`src/rtl/tile_spawner.sv`:
```
// Purpose: spawns one 2/4 tile into a random empty cell of a 4x4 board, searching from an LFSR-chosen start cell.
// Latency: k+1 edges from the start edge to done, k = cells examined (1..16); matrix_out/full are registered.
// Backpressure: none; start is dropped while busy, seed_load is honoured in every state.
module tile_spawner #(
    parameter int TILE_W = 12
) (
    input  logic                          clk,
    input  logic                          rst,
    input  logic                          start,
    input  logic                          seed_load,
    input  logic [15:0]                   seed,
    input  logic [3:0][3:0][TILE_W-1:0]   matrix_in,
    output logic [3:0][3:0][TILE_W-1:0]   matrix_out,
    output logic                          done,
    output logic                          busy,
    output logic                          full
);

    typedef enum logic [1:0] {
        IDLE = 2'd0,
        SCAN = 2'd1,
        DONE = 2'd2
    } state_t;

    localparam logic [15:0] LFSR_INIT = 16'hACE1;

    state_t                        state;
    state_t                        state_nxt;
    logic [15:0]                   lfsr;
    logic [3:0][3:0][TILE_W-1:0]   board;
    logic [3:0][3:0][TILE_W-1:0]   board_wr;
    logic [3:0]                    idx;
    logic [3:0]                    cnt;
    logic [TILE_W-1:0]             tile;
    logic                          cell_empty;
    logic                          scan_end;

    // Cell under examination this cycle and whether the scan finishes here
    // (either an empty slot was found or all 16 cells have been visited).
    assign cell_empty = (board[idx[3:2]][idx[1:0]] == '0);
    assign scan_end   = cell_empty || (cnt == 4'd15);

    // Board with the tile dropped into the current cell when it is empty;
    // on a full board this is the board unchanged.
    always_comb begin
        board_wr = board;
        if (cell_empty) begin
            board_wr[idx[3:2]][idx[1:0]] = tile;
        end
    end

    // Free-running Fibonacci LFSR; a seed load replaces the shift, and a zero
    // seed is swapped for the default so the register never locks up.
    always_ff @(posedge clk or negedge rst) begin
        if (!rst) begin
            lfsr <= LFSR_INIT;
        end else if (seed_load) begin
            lfsr <= (seed == 16'h0000) ? LFSR_INIT : seed;
        end else begin
            lfsr <= {lfsr[14:0], lfsr[15] ^ lfsr[13] ^ lfsr[12] ^ lfsr[10]};
        end
    end

    // State register.
    always_ff @(posedge clk or negedge rst) begin
        if (!rst) begin
            state <= IDLE;
        end else begin
            state <= state_nxt;
        end
    end

    // Next-state decode and status outputs; done is the single DONE cycle.
    always_comb begin
        state_nxt = state;
        done      = 1'b0;
        busy      = 1'b1;
        case (state)
            IDLE: begin
                busy = 1'b0;
                if (start) begin
                    state_nxt = SCAN;
                end
            end
            SCAN: begin
                if (scan_end) begin
                    state_nxt = DONE;
                end
            end
            DONE: begin
                done      = 1'b1;
                state_nxt = IDLE;
            end
            default: begin
                state_nxt = IDLE;
            end
        endcase
    end

    // Request capture, one-cell-per-cycle scan, and result registration.
    // idx/tile come from the LFSR value present before the start edge.
    always_ff @(posedge clk or negedge rst) begin
        if (!rst) begin
            board      <= '0;
            matrix_out <= '0;
            idx        <= 4'd0;
            cnt        <= 4'd0;
            tile       <= '0;
            full       <= 1'b0;
        end else begin
            case (state)
                IDLE: begin
                    if (start) begin
                        board <= matrix_in;
                        idx   <= lfsr[3:0];
                        cnt   <= 4'd0;
                        tile  <= (lfsr[7:4] == 4'd0) ? TILE_W'(4) : TILE_W'(2);
                        full  <= 1'b0;
                    end
                end
                SCAN: begin
                    if (scan_end) begin
                        board      <= board_wr;
                        matrix_out <= board_wr;
                        full       <= !cell_empty;
                    end else begin
                        idx <= idx + 4'd1;
                        cnt <= cnt + 4'd1;
                    end
                end
                default: begin
                end
            endcase
        end
    end

endmodule

```
`config.mk`:
```
export PLATFORM = sky130hd
export DESIGN_NAME = tile_spawner
export DESIGN_NICKNAME = d
export VERILOG_FILES = /design/src/rtl/tile_spawner.sv
export SDC_FILE = /design/constraint.sdc
export NUM_CORES = 1
export LEC_CHECK = 0
export ABC_AREA = 1
export BUFFER_PORTS_ARGS = -buffer_cell sky130_fd_sc_hd__buf_2
export CORE_ASPECT_RATIO = 0.5
export CORE_UTILIZATION = 55
export DETAILED_ROUTE_END_ITERATION = 6
export GPL_TIMING_DRIVEN = 0
export PLACE_DENSITY = 0.81
export REMOVE_ABC_BUFFERS = 1
export SLEW_MARGIN = 25
export SYNTH_ARGS = -nofsm -noshare
export SYNTH_HDL_FRONTEND = slang
export SYNTH_SLANG_ARGS = --single-unit
```
`constraint.sdc`:
```
create_clock -name clk -period 2.7 [get_ports clk]
set_input_delay 0.135 -clock clk [delete_from_list [all_inputs] [get_ports clk]]
set_output_delay 0.135 -clock clk [all_outputs]
set_load 0.005 [all_outputs]
```
==> results of run 1 <==
==> cells in the mapped netlist <==
master and number:
sky130_fd_sc_hd__a21o_1 1, sky130_fd_sc_hd__a21oi_1 13, sky130_fd_sc_hd__a31oi_1 9, sky130_fd_sc_hd__buf_1 17, sky130_fd_sc_hd__buf_2 45, sky130_fd_sc_hd__buf_4 20, sky130_fd_sc_hd__buf_6 3, sky130_fd_sc_hd__buf_8 11
sky130_fd_sc_hd__clkbuf_1 149, sky130_fd_sc_hd__dfrtp_1 405, sky130_fd_sc_hd__dfstp_2 8, sky130_fd_sc_hd__ha_1 5, sky130_fd_sc_hd__inv_1 239, sky130_fd_sc_hd__inv_2 3, sky130_fd_sc_hd__mux2_2 5, sky130_fd_sc_hd__nand2_1 1169
sky130_fd_sc_hd__nand2_2 3, sky130_fd_sc_hd__nand2_4 1, sky130_fd_sc_hd__nand3_1 788, sky130_fd_sc_hd__nand3_2 2, sky130_fd_sc_hd__nand3b_1 2, sky130_fd_sc_hd__nand4_1 3, sky130_fd_sc_hd__nor2_1 177, sky130_fd_sc_hd__nor2_2 1
sky130_fd_sc_hd__nor3_1 3, sky130_fd_sc_hd__nor3b_1 1, sky130_fd_sc_hd__nor4_1 5, sky130_fd_sc_hd__o21a_1 1, sky130_fd_sc_hd__o21ai_0 189, sky130_fd_sc_hd__o21ai_1 2, sky130_fd_sc_hd__or2_2 193, sky130_fd_sc_hd__xnor2_1 3
sky130_fd_sc_hd__xor2_1 1
==> metal layers <==
metal,GRT usage [%],overflow
met3,66.3,3
met5,54.2,0
met1,75.5,3
met2,89.4,23
met4,65.1,23
==> what timing repair did <==
item	CTS
pin swaps	26
endpoints found under the hold margin	386
gates resized for setup	259
buffers inserted	75
gates cloned	69
endpoints found under the setup margin	395
hold buffers	209
==> logic make-up after synthesis <==
logic type / after synthesis / synth area share, %
buffers and inverters: 487 / 8.76
AO/OA/AOI/OAI: 215 / 4.54
XOR/XNOR: 4 / 0.146
flip-flops: 413 / 43.0
multiplexers: 5 / 0.234
AND/OR/NAND/NOR: 2348 / 43.0
adder cells (fa/ha/maj): 5 / 0.260
==> stage by stage <==
step / util (%) / instances / hold slack [ns]
2_1_floorplan: - / 3232 / -0.161
3_3_place_gp: 60.2 / 4215 / 0.366
3_5_place_dp: 61.8 / 4238 / 0.0164
4_1_cts: 77.7 / 4662 / 0.000809
==> summary.json, run 1 <==
{
  "run_status": {"value": "aborted with a tool error"},
  "lastStage": {"value": "global routing (5_1_grt)"},
  "error_message": {"value": "[ERROR GRT-0232] Routing congestion too high. Check the congestion heatmap in the GUI."},
  "place_hpwl": {"value": 47900, "unit": "microns"},
  "worst_endpoint": {"value": "matrix_out[175]$_DFFE_PN0P_/D"},
  "number_of_i_o_port_buffers": {"value": 406},
  "clockRootBuffer": {"value": "sky130_fd_sc_hd__clkbuf_16"},
  "synth_largest_type_area_fraction": {"value": 42.2, "unit": "%"},
  "synth_sequential_area_ratio": {"value": 43.0, "unit": "%"},
  "die_w": {"value": 298, "unit": "microns"},
  "tritoncts_num_sinks": {"value": 413},
  "grt_usage": {"value": 75.4, "unit": "%"},
  "worstEpCategory": {"value": "register data pin"},
  "last_weighted_congestion_value_of_the_routability_driven_placer": {"value": 0.864},
  "syn_avg_cell_area": {"value": 6.92, "unit": "sq um"},
  "netlist_top_cells_area": {"value": "sky130_fd_sc_hd__dfrtp_1 42%, sky130_fd_sc_hd__nand2_1 18%, sky130_fd_sc_hd__nand3_1 16%, sky130_fd_sc_hd__or2_2 5.0%, sky130_fd_sc_hd__o21ai_0 3.9%"},
  "io_pins": {"value": 407},
  "cts_made_buffers": {"value": 41},
  "row_count": {"value": 53},
  "netlist.top_cell.by_area": {"value": "sky130_fd_sc_hd__dfrtp_1"},
  "initial_core_utilization": {"value": 56.6, "unit": "%"},
  "die-height": {"value": 150, "unit": "microns"},
  "synth_seq_cells": {"value": 413},
  "postSynthCellCount": {"value": 3477},
  "pre_cts_slack": {"value": -3.24, "unit": "ns"},
  "netlist_area": {"value": 24000, "unit": "sq um"},
  "cts_htree_levels": {"value": 2},
  "grt_start_max_net_pins": {"value": 147},
  "synth.distinct_cells": {"value": 33},
  "placement.cell_area": {"value": 26300, "unit": "sq um"},
  "final_global_route_overflow_total": {"value": 52},
  "yosysWarnings": {"value": 0},
  "clockBufferDepth": {"value": 3}
}
==> run 2, diff against run 1 <==
- CORE_ASPECT_RATIO: 0.5 -> not set
- CORE_UTILIZATION: 55 -> 40
- PLACE_DENSITY: 0.81 -> not set
- PLACE_DENSITY_LB_ADDON: not set -> 0.15
==> summary.json, run 2 <==
{
  "drt_iter0_markers": {"value": 2938},
  "post_drt_wl_per_cell": {"value": 22.9, "unit": "microns"},
  "run_status": {"value": "finished with violations", "change": "was aborted with a tool error"},
  "finish.utilization": {"value": 60.0, "unit": "%"},
  "start_kind": {"value": "register"},
  "setup_tns": {"value": -124.14, "unit": "ns"},
  "fin_skew": {"value": 0.0219, "unit": "ns"},
  "netlist.top_cell.by_area": {"value": "sky130_fd_sc_hd__dfrtp_1", "change": "unchanged"},
  "layout.cells.most_common_list": {"value": "1092 x sky130_fd_sc_hd__nand2_1, 693 x sky130_fd_sc_hd__nand3_1, 405 x sky130_fd_sc_hd__buf_2"},
  "synth_sequential_area_ratio": {"value": 43.0, "unit": "%", "change": "unchanged"},
  "hold_crit_path_type": {"value": "in2async"},
  "clockRootBuffer": {"value": "sky130_fd_sc_hd__clkbuf_16", "change": "unchanged"},
  "number_of_detailed_routing_iterations_run_before_antenna_repair": {"value": 7},
  "final_min_period_over_clock_period": {"value": 115, "unit": "%"},
  "proportion_of_layout_cells_with_a_drive_suffix_above_1": {"value": 27.6, "unit": "%"},
  "min_period": {"value": 3.11, "unit": "ns"},
  "routed_wl": {"value": 113000, "unit": "microns"},
  "final-hold-violation-count": {"value": 0},
  "worstPathMaxFanout": {"value": 13},
  "reg_to_reg_critical_path_endpoint": {"value": "board[177]"},
  "synth_largest_type_area_fraction": {"value": 42.2, "unit": "%", "change": "unchanged"},
  "drt-vias-per-instance": {"value": 5.51},
  "highest_clock_frequency_the_design_can_meet": {"value": 321, "unit": "MHz"},
  "r2r-start": {"value": "idx[2]"},
  "rsz0062_at_grt": {"value": "yes"},
  "clockBufferDepth": {"value": 3, "change": "unchanged"},
  "synth-edff-count": {"value": 0, "change": "unchanged"},
  "grt_start_max_net_pins": {"value": 139},
  "initial_core_utilization": {"value": 40.6, "unit": "%", "change": "was 56.6%"},
  "place_hpwl": {"value": 52700, "unit": "microns", "change": "was 47900 microns"},
  "cellLeakagePower": {"value": 18.7, "unit": "nW"},
  "critical_path.endpoint_type": {"value": "register"},
  "via_count_of_the_first_global_routing_pass": {"value": 25133},
  "postSynthCellCount": {"value": 3477, "change": "unchanged"},
  "tightest_slew": {"value": 0.850, "unit": "ns"},
  "r2r_setup_slack": {"value": -0.41, "unit": "ns"},
  "synthToLayoutAreaGrowth": {"value": 47.9, "unit": "%"},
  "top_regs": {"value": "board: 192 flops, matrix_out: 192 flops, lfsr: 16 flops"},
  "worst_reg2reg_path_depth": {"value": 21},
  "netlist_top_cells_area": {"value": "sky130_fd_sc_hd__dfrtp_1 42%, sky130_fd_sc_hd__nand2_1 18%, sky130_fd_sc_hd__nand3_1 16%, sky130_fd_sc_hd__or2_2 5.0%, sky130_fd_sc_hd__o21ai_0 3.9%", "change": "unchanged"},
  "final.fill_count": {"value": 5233},
  "violations": {"value": "DRC, setup timing"},
  "power.density": {"value": 1230, "unit": "nW/um^2"},
  "cts_htree_levels": {"value": 2, "change": "unchanged"},
  "design.die.area": {"value": 61100, "unit": "sq um"},
  "die_w": {"value": 247, "unit": "microns", "change": "was 298 microns"},
  "timing.setup.critical_path_class": {"value": "reg2reg"},
  "crit_path_dat": {"value": 3.58, "unit": "ns"},
  "synth.distinct_cells": {"value": 33, "change": "unchanged"},
  "finish.net_count": {"value": 4351},
  "number_of_antenna_violations_at_the_first_check_in_global_routing": {"value": 4},
  "asyncSetResetFlopFracSynth": {"value": 100, "unit": "%", "change": "unchanged"},
  "vdd_ir_drop_max": {"value": 816, "unit": "uV"},
  "last_weighted_congestion_value_of_the_routability_driven_placer": {"value": 0.783, "change": "was 0.864"},
  "yosysWarnings": {"value": 0, "change": "unchanged"},
  "max_cap_check_violation_count": {"value": 0},
  "critical_path.endpoint": {"value": "board[177]"},
  "tritoncts_num_sinks": {"value": 413, "change": "unchanged"},
  "final_max_slew_viol_count": {"value": 0},
  "grt_usage": {"value": 34.8, "unit": "%"},
  "most_frequent_cells_after_synthesis": {"value": "1169 x sky130_fd_sc_hd__nand2_1, 788 x sky130_fd_sc_hd__nand3_1, 405 x sky130_fd_sc_hd__dfrtp_1", "change": "unchanged"},
  "syn_avg_cell_area": {"value": 6.92, "unit": "sq um", "change": "unchanged"},
  "final_global_route_overflow_total": {"value": 0},
  "io_pins": {"value": 407, "change": "unchanged"},
  "netlist_area": {"value": 24000, "unit": "sq um", "change": "unchanged"},
  "synth_seq_cells": {"value": 413, "change": "unchanged"},
  "route.antenna.remaining_nets": {"value": 0},
  "routed_vias": {"value": 27263},
  "post_route_drc_violation_count": {"value": 23},
  "cts_made_buffers": {"value": 49, "change": "was 41"},
  "number_of_i_o_port_buffers": {"value": 406, "change": "unchanged"},
  "fin_total_pwr": {"value": 43.7, "unit": "mW"},
  "postSynth.topFlopCell": {"value": "sky130_fd_sc_hd__dfrtp_1", "change": "unchanged"},
  "yosysMostFrequentCell": {"value": "sky130_fd_sc_hd__nand2_1", "change": "unchanged"},
  "row_count": {"value": 89, "change": "was 53"},
  "global_route_wire_length_before_repair": {"value": 160000, "unit": "microns"},
  "multi_input_comb_area": {"value": 12900, "unit": "sq um"},
  "layout.area.seq": {"value": 10400, "unit": "sq um"},
  "finalSetupViolations": {"value": 395},
  "most_common_library_cell_in_the_layout_ignoring_fill_and_taps": {"value": "sky130_fd_sc_hd__nand2_1"},
  "required": {"value": 3.16, "unit": "ns"},
  "pre_cts_slack": {"value": -3.22, "unit": "ns", "change": "was -3.24 ns"},
  "fp.coreArea": {"value": 59200, "unit": "sq um"},
  "slew-limit-headroom": {"value": 43.2, "unit": "%"},
  "clkTransAtPathRegs": {"value": 0.06, "unit": "ns"},
  "clock_latency_at_the_later_pin_of_the_worst_skew_pair": {"value": 0.60, "unit": "ns"},
  "die-height": {"value": 247, "unit": "microns", "change": "was 150 microns"},
  "setup_slack": {"value": -0.414, "unit": "ns"},
  "cp-startpoint": {"value": "idx[2]"},
  "clock_tree_from_tritoncts": {"value": "yes"}
}
-- run 2: worst max-delay path, stage by stage (launching register included) --
cell and delay (ns):
sky130_fd_sc_hd__dfrtp_4 0.59, sky130_fd_sc_hd__inv_12 0.10, sky130_fd_sc_hd__buf_12 0.14, sky130_fd_sc_hd__nand2_8 0.14, sky130_fd_sc_hd__a21oi_2 0.21, sky130_fd_sc_hd__nor2_1 0.07
sky130_fd_sc_hd__nand3_1 0.08, sky130_fd_sc_hd__nand2_1 0.07, sky130_fd_sc_hd__nand2_2 0.10, sky130_fd_sc_hd__clkinvlp_4 0.14, sky130_fd_sc_hd__nand2_8 0.10, sky130_fd_sc_hd__buf_6 0.11
sky130_fd_sc_hd__buf_16 0.11, sky130_fd_sc_hd__nand2_8 0.06, sky130_fd_sc_hd__buf_12 0.13, sky130_fd_sc_hd__buf_16 0.14, sky130_fd_sc_hd__buf_12 0.15, sky130_fd_sc_hd__buf_16 0.14
sky130_fd_sc_hd__nand2_1 0.07, sky130_fd_sc_hd__nand3_2 0.09, sky130_fd_sc_hd__nand3_2 0.10, sky130_fd_sc_hd__nand2_1 0.07
-- run 2: cell families after synthesis --
logic type	Yosys count	share of synthesized area, %
DFF	413	43.0
and+or+nand+nor	2348	43.0
xor gates and xnor gates	4	0.146
adders and majority gates	5	0.260
muxes	5	0.234
buffers and inverters	487	8.76
AOI/OAI and AO/OA	215	4.54
-- run 2: final cells by class --
| class | instances | share of cell area (%) |
|---|---|---|
| Clock buffer | 77 | 4.14 |
| Sequential cell | 413 | 29.1 |
| Multi-Input combinational cell | 2589 | 36.3 |
| Tap cell | 773 | 2.72 |
| Inverter | 242 | 2.69 |
| Antenna cell | 1 | 0.00704 |
| Timing Repair Buffer | 839 | 24.5 |
| Clock inverter | 12 | 0.450 |
-- run 2: how the worst min path moves through the flow --
stage                     to  cells after the start
floorplan           board[0]                      0
global placement     lfsr[7]                      3
detailed placement   lfsr[8]                      1
CTS                  lfsr[3]                      3
global route         lfsr[9]                      2
finish               lfsr[9]                      2
-- run 2: stage by stage --
stage	instance area, sq um	instances	hold slack (ns)
finish	35600	4946	0.0281
global route	35600	4946	0.0553
CTS	34600	4917	0.00232
detailed placement	26700	4439	0.0636
global placement	25800	4411	0.370
floorplan	22800	3232	-0.161
-- run 2: power by group --
part           switching [mW]  total [mW]  internal [mW]
registers                2.66        11.3           8.68
clock network            2.85        6.95           4.10
logic                    14.5        25.4           10.9
-- run 2: per-layer routing --
layer / vias to the layer above / global-route usage [%] / share of wire (%)
met5: - / 0 / 0.019
met4: 4 / 13.9 / 4.7
met3: 329 / 4.89 / 9.2
met2: 1461 / 55.0 / 45
met1: 12926 / 48.0 / 41
li1: 12543 / - / -
-- run 2: repair_timing --
action,in CTS,in global routing
setup buffers,92,11
hold buffers,216,0
pin swaps,61,56
gates cloned,82,28
gates resized for setup,357,127
setup endpoints to repair,395,395
endpoints found under the hold margin,468,0
Note: power is estimated with default switching activity, not from simulation.
